**src/rtl/pi_pkg.sv**
```systemverilog
// pi_pkg -- shared definitions for the PI channel scheduler.
//   PI_WIDTH     : default operand/result width
//   PI_LAT       : default pi core latency (pi_start to valid pi_uk)
//   pi_state_t   : scheduler FSM state encoding (3 bits)
package pi_pkg;

    localparam int unsigned PI_WIDTH = 32;
    localparam int unsigned PI_LAT   = 4;

    typedef enum logic [2:0] {
        ST_IDLE  = 3'd0,
        ST_ARB   = 3'd1,
        ST_ISSUE = 3'd2,
        ST_WAIT  = 3'd3,
        ST_STORE = 3'd4
    } pi_state_t;

endpackage

```
**src/rtl/rr_arb.sv**
```systemverilog
// rr_arb -- combinational round-robin arbiter.
//   req        : per-channel request vector
//   last_grant : index of the most recently served channel
//   gnt        : lowest requesting index strictly after last_grant (wrapping)
//   valid      : at least one request present
module rr_arb #(
    parameter int unsigned NCH = 4,
    parameter int unsigned GW  = (NCH > 1) ? $clog2(NCH) : 1
) (
    input  logic [NCH-1:0] req,
    input  logic [GW-1:0]  last_grant,
    output logic [GW-1:0]  gnt,
    output logic           valid
);

    logic [GW-1:0] hi_idx;
    logic [GW-1:0] lo_idx;
    logic          hi_v;
    logic          lo_v;

    // Two candidates: first requester above last_grant, and first requester
    // at or below it (the wrap-around case). The upper one has priority.
    always_comb begin
        hi_idx = '0;
        lo_idx = '0;
        hi_v   = 1'b0;
        lo_v   = 1'b0;
        for (int unsigned k = 0; k < NCH; k++) begin
            if (req[k]) begin
                if (GW'(k) > last_grant) begin
                    if (!hi_v) begin
                        hi_idx = GW'(k);
                        hi_v   = 1'b1;
                    end
                end else if (!lo_v) begin
                    lo_idx = GW'(k);
                    lo_v   = 1'b1;
                end
            end
        end
        gnt   = hi_v ? hi_idx : lo_idx;
        valid = hi_v | lo_v;
    end

endmodule

```
**src/rtl/pi_sched.sv**
```systemverilog
// pi_sched -- time-multiplexes one external PI core across NCH channels.
// Optional feature macro: PI_SCHED_STAT_EN (adds per-channel svc_cnt counters).
//   req            : per-channel level request, held until its done pulse
//   ek, kp, ki     : per-channel error and gains, channel i at [i*WIDTH +: WIDTH]
//   uk_min, uk_max : clamp limits, consumed by the external core only
//   pi_start       : one-cycle start pulse to the core
//   pi_uk_ex, pi_kp, pi_ki, pi_ek, pi_ek_ex : core operands, held ISSUE..STORE
//   pi_uk          : clamped core result, valid LAT cycles after pi_start
//   uk             : per-channel last stored result
//   done           : one-cycle pulse on the channel just serviced
//   busy           : high whenever the scheduler is not idle
//   svc_cnt        : (PI_SCHED_STAT_EN only) per-channel 16-bit service counters
module pi_sched
    import pi_pkg::*;
#(
    parameter int unsigned NCH   = 4,
    parameter int unsigned WIDTH = PI_WIDTH,
    parameter int unsigned LAT   = PI_LAT
) (
    input  logic                 clk,
    input  logic                 rst_n,
    input  logic [NCH-1:0]       req,
    input  logic [NCH*WIDTH-1:0] ek,
    input  logic [NCH*WIDTH-1:0] kp,
    input  logic [NCH*WIDTH-1:0] ki,
    input  logic [WIDTH-1:0]     uk_min,
    input  logic [WIDTH-1:0]     uk_max,
    output logic                 pi_start,
    output logic [WIDTH-1:0]     pi_uk_ex,
    output logic [WIDTH-1:0]     pi_kp,
    output logic [WIDTH-1:0]     pi_ki,
    output logic [WIDTH-1:0]     pi_ek,
    output logic [WIDTH-1:0]     pi_ek_ex,
    input  logic [WIDTH-1:0]     pi_uk,
    output logic [NCH*WIDTH-1:0] uk,
    output logic [NCH-1:0]       done,
`ifdef PI_SCHED_STAT_EN
    output logic [NCH*16-1:0]    svc_cnt,
`endif
    output logic                 busy
);

    localparam int unsigned GW = (NCH > 1) ? $clog2(NCH) : 1;
    localparam int unsigned CW = (LAT > 1) ? $clog2(LAT) : 1;

    pi_state_t      state;
    pi_state_t      state_nxt;
    logic [GW-1:0]  gnt;
    logic [GW-1:0]  last_grant;
    logic [GW-1:0]  arb_gnt;
    logic           arb_valid;
    logic [CW-1:0]  wait_cnt;
    logic [WIDTH-1:0] ek_snap;

    logic [WIDTH-1:0] uk_mem [NCH];
    logic [WIDTH-1:0] ek_mem [NCH];
    logic [WIDTH-1:0] ek_a   [NCH];
    logic [WIDTH-1:0] kp_a   [NCH];
    logic [WIDTH-1:0] ki_a   [NCH];

    // Limits go straight to the external core; no ordering check is made here.
    logic clamp_limits_unused;
    assign clamp_limits_unused = ^{uk_min, uk_max};

    for (genvar i = 0; i < NCH; i++) begin : g_ch
        assign ek_a[i]                 = ek[i*WIDTH +: WIDTH];
        assign kp_a[i]                 = kp[i*WIDTH +: WIDTH];
        assign ki_a[i]                 = ki[i*WIDTH +: WIDTH];
        assign uk[i*WIDTH +: WIDTH]    = uk_mem[i];
    end

    rr_arb #(
        .NCH (NCH),
        .GW  (GW)
    ) u_arb (
        .req        (req),
        .last_grant (last_grant),
        .gnt        (arb_gnt),
        .valid      (arb_valid)
    );

    assign pi_ek    = ek_snap;
    assign pi_start = (state == ST_ISSUE);
    assign busy     = (state != ST_IDLE);

    always_comb begin
        state_nxt = state;
        case (state)
            ST_IDLE:  if (|req) state_nxt = ST_ARB;
            // A request withdrawn before arbitration simply returns to idle.
            ST_ARB:   state_nxt = arb_valid ? ST_ISSUE : ST_IDLE;
            ST_ISSUE: state_nxt = ST_WAIT;
            ST_WAIT:  if (wait_cnt == CW'(LAT - 1)) state_nxt = ST_STORE;
            ST_STORE: state_nxt = |(req & ~(NCH'(1) << gnt)) ? ST_ARB : ST_IDLE;
            default:  state_nxt = ST_IDLE;
        endcase
    end

    always_ff @(posedge clk) begin
        if (!rst_n) begin
            state      <= ST_IDLE;
            gnt        <= '0;
            last_grant <= GW'(NCH - 1);
            wait_cnt   <= '0;
            done       <= '0;
            ek_snap    <= '0;
            pi_uk_ex   <= '0;
            pi_ek_ex   <= '0;
            pi_kp      <= '0;
            pi_ki      <= '0;
            for (int unsigned i = 0; i < NCH; i++) begin
                uk_mem[i] <= '0;
                ek_mem[i] <= '0;
            end
        end else begin
            state <= state_nxt;
            done  <= '0;
            wait_cnt <= (state == ST_WAIT) ? wait_cnt + 1'b1 : '0;
            // Operands are captured at grant time so they stay stable through
            // the whole service regardless of input changes.
            if (state == ST_ARB && arb_valid) begin
                gnt      <= arb_gnt;
                ek_snap  <= ek_a[arb_gnt];
                pi_uk_ex <= uk_mem[arb_gnt];
                pi_ek_ex <= ek_mem[arb_gnt];
                pi_kp    <= kp_a[arb_gnt];
                pi_ki    <= ki_a[arb_gnt];
            end
            if (state == ST_STORE) begin
                uk_mem[gnt] <= pi_uk;
                ek_mem[gnt] <= ek_snap;
                done[gnt]   <= 1'b1;
                last_grant  <= gnt;
            end
        end
    end

`ifdef PI_SCHED_STAT_EN
    logic [15:0] cnt_r [NCH];

    for (genvar i = 0; i < NCH; i++) begin : g_cnt
        assign svc_cnt[i*16 +: 16] = cnt_r[i];
    end

    always_ff @(posedge clk) begin
        if (!rst_n) begin
            for (int unsigned i = 0; i < NCH; i++) cnt_r[i] <= '0;
        end else if (state == ST_STORE) begin
            cnt_r[gnt] <= cnt_r[gnt] + 16'd1;
        end
    end
`endif

endmodule

```
**config.mk**
```make
export PLATFORM = sky130hd
export DESIGN_NAME = pi_sched
export DESIGN_NICKNAME = d
export VERILOG_FILES = /design/src/rtl/pi_pkg.sv /design/src/rtl/rr_arb.sv /design/src/rtl/pi_sched.sv
export SDC_FILE = /design/constraint.sdc
export NUM_CORES = 1
export LEC_CHECK = 0
export CAP_MARGIN = 30
export CORE_AREA = 2 2 302 304
export DETAILED_ROUTE_END_ITERATION = 6
export DIE_AREA = 0 0 304 306
export GPL_TIMING_DRIVEN = 1
export SYNTH_ARGS = -nofsm -noshare
export SYNTH_HDL_FRONTEND = slang
export SYNTH_SLANG_ARGS = --single-unit
```
**constraint.sdc**
```tcl
create_clock -name clk -period 7 [get_ports clk]
set_input_delay 1.4 -clock clk [delete_from_list [all_inputs] [get_ports clk]]
set_output_delay 1.4 -clock clk [all_outputs]
set_load 0.005 [all_outputs]
```
* Yosys cells after proc, flatten, opt, wreduce, memory -nomap -nowiden
Memory sizes are Yosys's and may differ from the RTL's. A register that Yosys moved wholly into a read port is not among the register bits.
Index checks and enable logic that the tools add are counted.
** Word-level totals
- RAM bits :: 256
- Word-level logic and storage cells :: 104
- Register bits :: 109
- Memories :: 2
- Bits of input ports :: 486
** Cells by class
- Equality and inequality tests :: 7
- Bitwise operators :: 4
- $add $sub $neg :: 1
- Shifts and indexed selects :: 1
- Reduce and logical (&&, ||, !) cells :: 13
- Magnitude comparators :: 7
- Mux-type cells :: 61
** Memory list
- ek_mem :: depth 4, width 32, rd ports 1, clocked after memory_dff 1, write ports 4, line pi_sched.sv:56 : logic [WIDTH-1:0] ek_mem [NCH];
- uk_mem :: depth 4, width 32, rd ports 5, clocked after memory_dff 1, write ports 4, line pi_sched.sv:55 : logic [WIDTH-1:0] uk_mem [NCH];
** Operator list (count)
- 32-bit two-way mux :: 8
- 32-bit binary-select mux with 2-bit select :: 3
- 32-bit OR reduction :: 2
- 2-bit two-way mux :: 20
- 1-bit two-way mux :: 26
- 3-bit one-hot mux with 5 select lines :: 1
- 4-bit OR reduction :: 2
- 3-bit by 2-bit == test with 1-bit output (second input constant) :: 2
- 3-bit two-way mux :: 2
- 2-bit AND reduction :: 3
- 4-bit AND :: 1
- 1-bit by 2-bit greater-than comparator with 1-bit output (first input constant) :: 2
- 2-bit greater-than comparator (first input constant) :: 2
- 2-bit inequality test (second input constant) :: 2
- 4-bit NOT :: 1
- 1-bit by 2-bit << shifter with 4-bit output (first input constant) :: 1
- 3-bit by 1-bit == test with 1-bit output (second input constant) :: 1
- 3-bit == test (second input constant) :: 1
- 3-bit >= comparator (second input constant) :: 1
- 3-bit logical NOT :: 1
- 2-bit by 3-bit < comparator with 1-bit output (second input constant) :: 1
- 2-bit NOT with 3-bit output :: 1
- 3-bit nonzero test :: 1
- 2-bit by 1-bit adder with 2-bit output (second input constant) :: 1
- other kinds (6) :: 8

* Logic depth before layout (Yosys ltp)
- Depth after elaboration :: 17
- Gate-level depth with buffers :: 9
- Depth with buffers taken out :: 5

* By module
Synthesis repeated with hierarchy kept, for this count alone.
** Second synthesis, totals
- Cell total of the unflattened synthesis :: 1512
- Area, all modules :: 19867.8 um^2
** By module, submodules not included
- pi_sched :: cells each 1498, area each 19790.2 um^2, sequential area each 11150.7 um^2, times used 1
- rr_arb :: cells each 14, area each 77.6 um^2, sequential area each 0.0 um^2, times used 1

* Worst setup path after synthesis
Ideal clock, no wire load.
- Path kind :: register to register
- From :: reg state[0]
- To :: mem ek_mem[1][0] (netlist name), enable pin
- Clock period less this slack :: 5739 ps
- Arrival :: 5164 ps
- Library setup time :: 574 ps
- Path slack :: 1261 ps
- Buffers on the path :: 0
- Stages on the path, launching flop included :: 4
- Path through :: dfxtp_1 nor2_1 nand2_1 o21ai_0
** RTL lines
- from (decl) :: line pi_sched.sv:46 : pi_state_t state;
- from (signal assigned) :: line pi_sched.sv:116 : state <= state_nxt;
- to (decl) :: line pi_sched.sv:56

* Worst setup path after layout
- From :: in req[3]
- To :: reg pi_kp[14]
** On the way
- Word-level cells in the longest chain between the ends :: 6
- Elaborated cells between the ends (all ways) :: 11
- Those cells by class :: 8 x mux; 2 x bitwise; 1 x reduce/logical
** RTL lines
- from (decl) :: line pi_sched.sv:22 : input logic [NCH-1:0] req,
- 2-bit two-way mux or 1-bit two-way mux (tied branches) :: line rr_arb.sv:29 : if (req[k]) begin
- 2-bit two-way mux :: line rr_arb.sv:41 : gnt = hi_v ? hi_idx : lo_idx;
- 2-bit NOT with 3-bit output (not written as such) :: line pi_sched.sv:126 : pi_kp <= kp_a[arb_gnt];
- 32-bit binary-select mux with 2-bit select :: line pi_sched.sv:126
- 32-bit two-way mux (not written as such) (2 in a row) :: line pi_sched.sv:126
- to (signal assigned) :: line pi_sched.sv:126
- to (decl) :: line pi_sched.sv:30 : output logic [WIDTH-1:0] pi_kp,
Parallel ways exist; a longest one is shown, timed or not. The select of a mux whose other input is x is not followed.
A chain may end at the register's enable or synchronous reset.

==> results.py <==
metrics = {
    "pwr": {
        "finalPower_mw": 6.95,
        "p_per_area_mw_per_mm2": 222,
        "ir_drop_mv": 0.165,
        "leakagePower_nw": 11.5,
    },
    "route": {
        "wl_per_cell_um": 26.1,
        "dr.pass1.iters": 5,
        "vias": 19300,
        "routed_wirelength_mm": 98.0,
        "drt_iter0_drc": 1704,
        "vias_per_cell": 5.15,
        "postRouteAntennaNets": 0,
        "post-route-drc-count": 0,
    },
    "sta": {
        "fin_skew_ps": 31.2,
        "tns_ps": 0,
        "max_freq_ghz": 0.230,
        "hold_violations": 0,
        "setup_viol_count_final": 0,
        "post-route-period-util": 0.621,
        "slew_viol_final": 0,
        "rsz0062_at_grt": "no",
        "max_slew_margin": 0.280,
        "period_needed_ps": 4350,
        "worstMarginPinSlew_ps": 1080,
    },
    "logic_synthesis": {
        "synth_top_area_cell": "edfxtp_1",
        "synthArstFlopShare": 0,
        "synth_top_area_frac": 0.363,
        "syn_area_per_cell_um2": 10.9,
        "synthCells": 1950,
        "ys_warn_count": 0,
        "yosysUniqueCellTypes": 38,
        "yosysSeqAreaShare": 0.527,
        "synth_edf_count": 256,
        "synth-main-ff-cell": "edfxtp_1",
        "synth_area_mm2": 0.0212,
        "synth-seq-cells": 429,
        "synthTopCellsByArea": "edfxtp_1 36%, dfxtp_1 16%, mux2i_1 7.6%",
        "synth_nets": 2437,
    },
    "critical_path": {
        "critPathMaxStageDelay_ps": 810,
        "cp-start-kind": "input port",
        "worstSetupPathType": "in2reg",
        "reg2reg_slack_ps": 3210,
        "reg2regPathDepth": 7,
        "worstSetupPathDepth": 7,
        "cp.required_ps": 7510,
        "crit_buf_inv": 2,
        "cp_top_family": "buffers and inverters",
        "worstPathArrival_ps": 4860,
        "cp_slowest_cell": "buf_4",
        "r2r-end": "uk_mem[1][22]",
        "reg2reg_from": "state[0]",
        "crit_chain": "clkdlybuf4s50_1 > nor2b_1 > o21a_4 > buf_4 > o31ai_1 > a211o_1 > o211ai_1",
        "endpoint_kind": "flip-flop",
        "crit_fanout": 61,
    },
    "floorplan": {
        "start_util": 0.236,
        "core_mm2": 0.0896,
        "fp.dieH_um": 306,
        "die_area_mm2": 0.0930,
        "num_io_pins": 780,
        "num_rows": 110,
        "die_w_um": 304,
    },
    "final_layout": {
        "fin_nets": 3019,
        "post-route-util": 0.349,
        "seqCellArea_mm2": 0.0112,
        "finalInstanceArea_mm2": 0.0313,
        "final_layout_size_suffix_gt1_frac": 0.0555,
        "multi_input_area_mm2": 0.00916,
        "fill_cells": 8909,
        "n_antenna_cell": 0,
        "area_growth_pct": 47.8,
    },
    "clocking": {
        "cts_resized": 0,
        "cts_max_level": 2,
        "cts.path.max_buffers": 3,
        "cts.sinks": 429,
        "cts.clk_slew.worst_paths_ps": 60,
        "cts_made_buffers": 53,
        "cts_root_buf": "clkbuf_16",
        "ctsHoldBuffers": 0,
        "post_cts_buffers": 0,
        "cts_tree": "yes",
        "clock_latency_ps": 610,
    },
    "global_route": {
        "grt_max_degree": 161,
        "grt_overflow": 0,
        "grt_pass1_vias": 19000,
        "grt.total_usage": 0.201,
        "grt_pass1_wl_mm": 139,
        "grt_antenna_before_repair": 5,
    },
    "placed_design": {
        "dpl.hpwl_mm": 60.1,
        "gp_congestion": 0.854,
        "place_area_mm2": 0.0294,
        "io_buffers": 715,
    },
    "hold_path": {
        "holdPathEnd": "wait_cnt[0]",
        "hp-start": "wait_cnt[0]",
        "hold_path_class": "reg2reg",
        "holdPathStages": 1,
    },
    "job": {
        "maxCapViolations": 0,
    },
    "run_status": {
        "status": "finished clean",
    },
}
-- report_power, final --
group	internal, mW	switching, mW
clock network	1.78	1.15
registers	2.81	0.0989
logic	0.560	0.545
total	5.15	1.80
-- synthesized netlist by cell type (2+ instances only) --
| library cell | n |
|---|---|
| edfxtp_1 | 256 |
| and2_1 | 195 |
| dfxtp_1 | 173 |
| nand2_1 | 173 |
| clkbuf_1 | 162 |
| a211o_1 | 161 |
| mux2i_1 | 161 |
| o211ai_1 | 161 |
| nand4_1 | 160 |
| o31ai_1 | 160 |
| and3_1 | 64 |
| buf_2 | 53 |
| buf_4 | 14 |
| nor2_1 | 13 |
| nand2b_1 | 6 |
| o21ai_0 | 4 |
| buf_1 | 3 |
| inv_1 | 3 |
| nor2b_1 | 3 |
| o21a_1 | 3 |
| a21o_1 | 2 |
| a21oi_1 | 2 |
| nor3_1 | 2 |
| o21ai_1 | 2 |
-- layout make-up --
cell class / instances / area share
clock buffer: 66 / 0.0446
tap: 1176 / 0.0470
timing repair buffer: 759 / 0.244
multi-input combinational: 1286 / 0.293
inverter: 3 / 0.000360
clock inverter: 33 / 0.0144
sequential: 429 / 0.356
-- placed cells by master (no fill, tap or decap), types with 2 or more instances in the layout --
cell type,synthesis,final
clkdlybuf4s50_1,0,714
edfxtp_1,256,256
and2_1,195,194
dfxtp_1,173,173
nand2_1,173,172
mux2i_1,161,161
o211ai_1,161,161
nand4_1,160,160
o31ai_1,160,160
a211o_1,161,160
and3_1,64,64
clkbuf_16,0,53
buf_4,14,32
buf_12,0,12
nor2_1,13,11
clkbuf_1,162,11
bufinv_16,0,10
clkinv_1,0,10
clkinv_2,0,7
o21ai_4,0,5
nand2b_1,6,5
inv_1,3,3
nor2_4,0,3
nor2b_1,3,3
a21oi_1,2,2
o21a_4,0,2
clkbuf_8,0,2
clkinvlp_4,0,2
-- how the worst max path moves through the flow --
stage          startpoint      endpoint  slack [ps]
2_1_floorplan    state[0]  ek_mem[1][0]        1260
3_3_place_gp       req[3]      pi_ek[6]        2010
3_5_place_dp       req[3]     pi_ki[27]        2110
4_1_cts            req[3]     pi_ki[27]        2750
5_1_grt            req[1]     pi_ek[12]        2570
6_report           req[3]     pi_kp[14]        2650
-- cell families (layout without fill, tap and decap cells) --
| logic type | count (synthesis) | in the layout | synth area share |
|---|---|---|---|
| buffers and inverters | 235 | 861 | 0.0473 |
| AO/OA/AOI/OAI | 499 | 499 | 0.186 |
| adder cells (fa/ha/maj) | 1 | 1 | 0.000591 |
| flip-flops | 429 | 429 | 0.527 |
| AND/OR/NAND/NOR | 625 | 625 | 0.163 |
| multiplexers | 161 | 161 | 0.0762 |
-- per-layer routing --
metal / GRT usage / up-vias / routed length [um]
met3: 0.0459 / 160 / 7270
met1: 0.256 / 9614 / 40800
met5: 0 / - / 27
met2: 0.335 / 842 / 46700
met4: 0.0668 / 4 / 3250
li1: - / 8686 / -
-- sequential cells by signal, indices dropped and copies added (netlist names) --
register,cells
wait_cnt,2
pi_kp,32
pi_ek,32
last_grant,2
state,3
done,4
uk_mem,128
pi_uk_ex,32
ek_mem,128
pi_ki,32
gnt,2
pi_ek_ex,32
-- worst register-to-register path, stage by stage (launching register included) --
cell     delay (ps)
dfxtp_1         370
nor2_1          220
and2_4          170
buf_4           760
nand2_1         420
nor2_4          810
buf_4           630
and2_1          290
-- through the flow --
step	worst slack [ps]	instances	hold slack (ps)
finish	2650	3752	430
detailed placement	2110	3653	422
global placement	2010	3651	409
CTS	2750	3752	435
floorplan	1260	1950	398
global route	2570	3752	450
(Power assumes the default switching activity.)
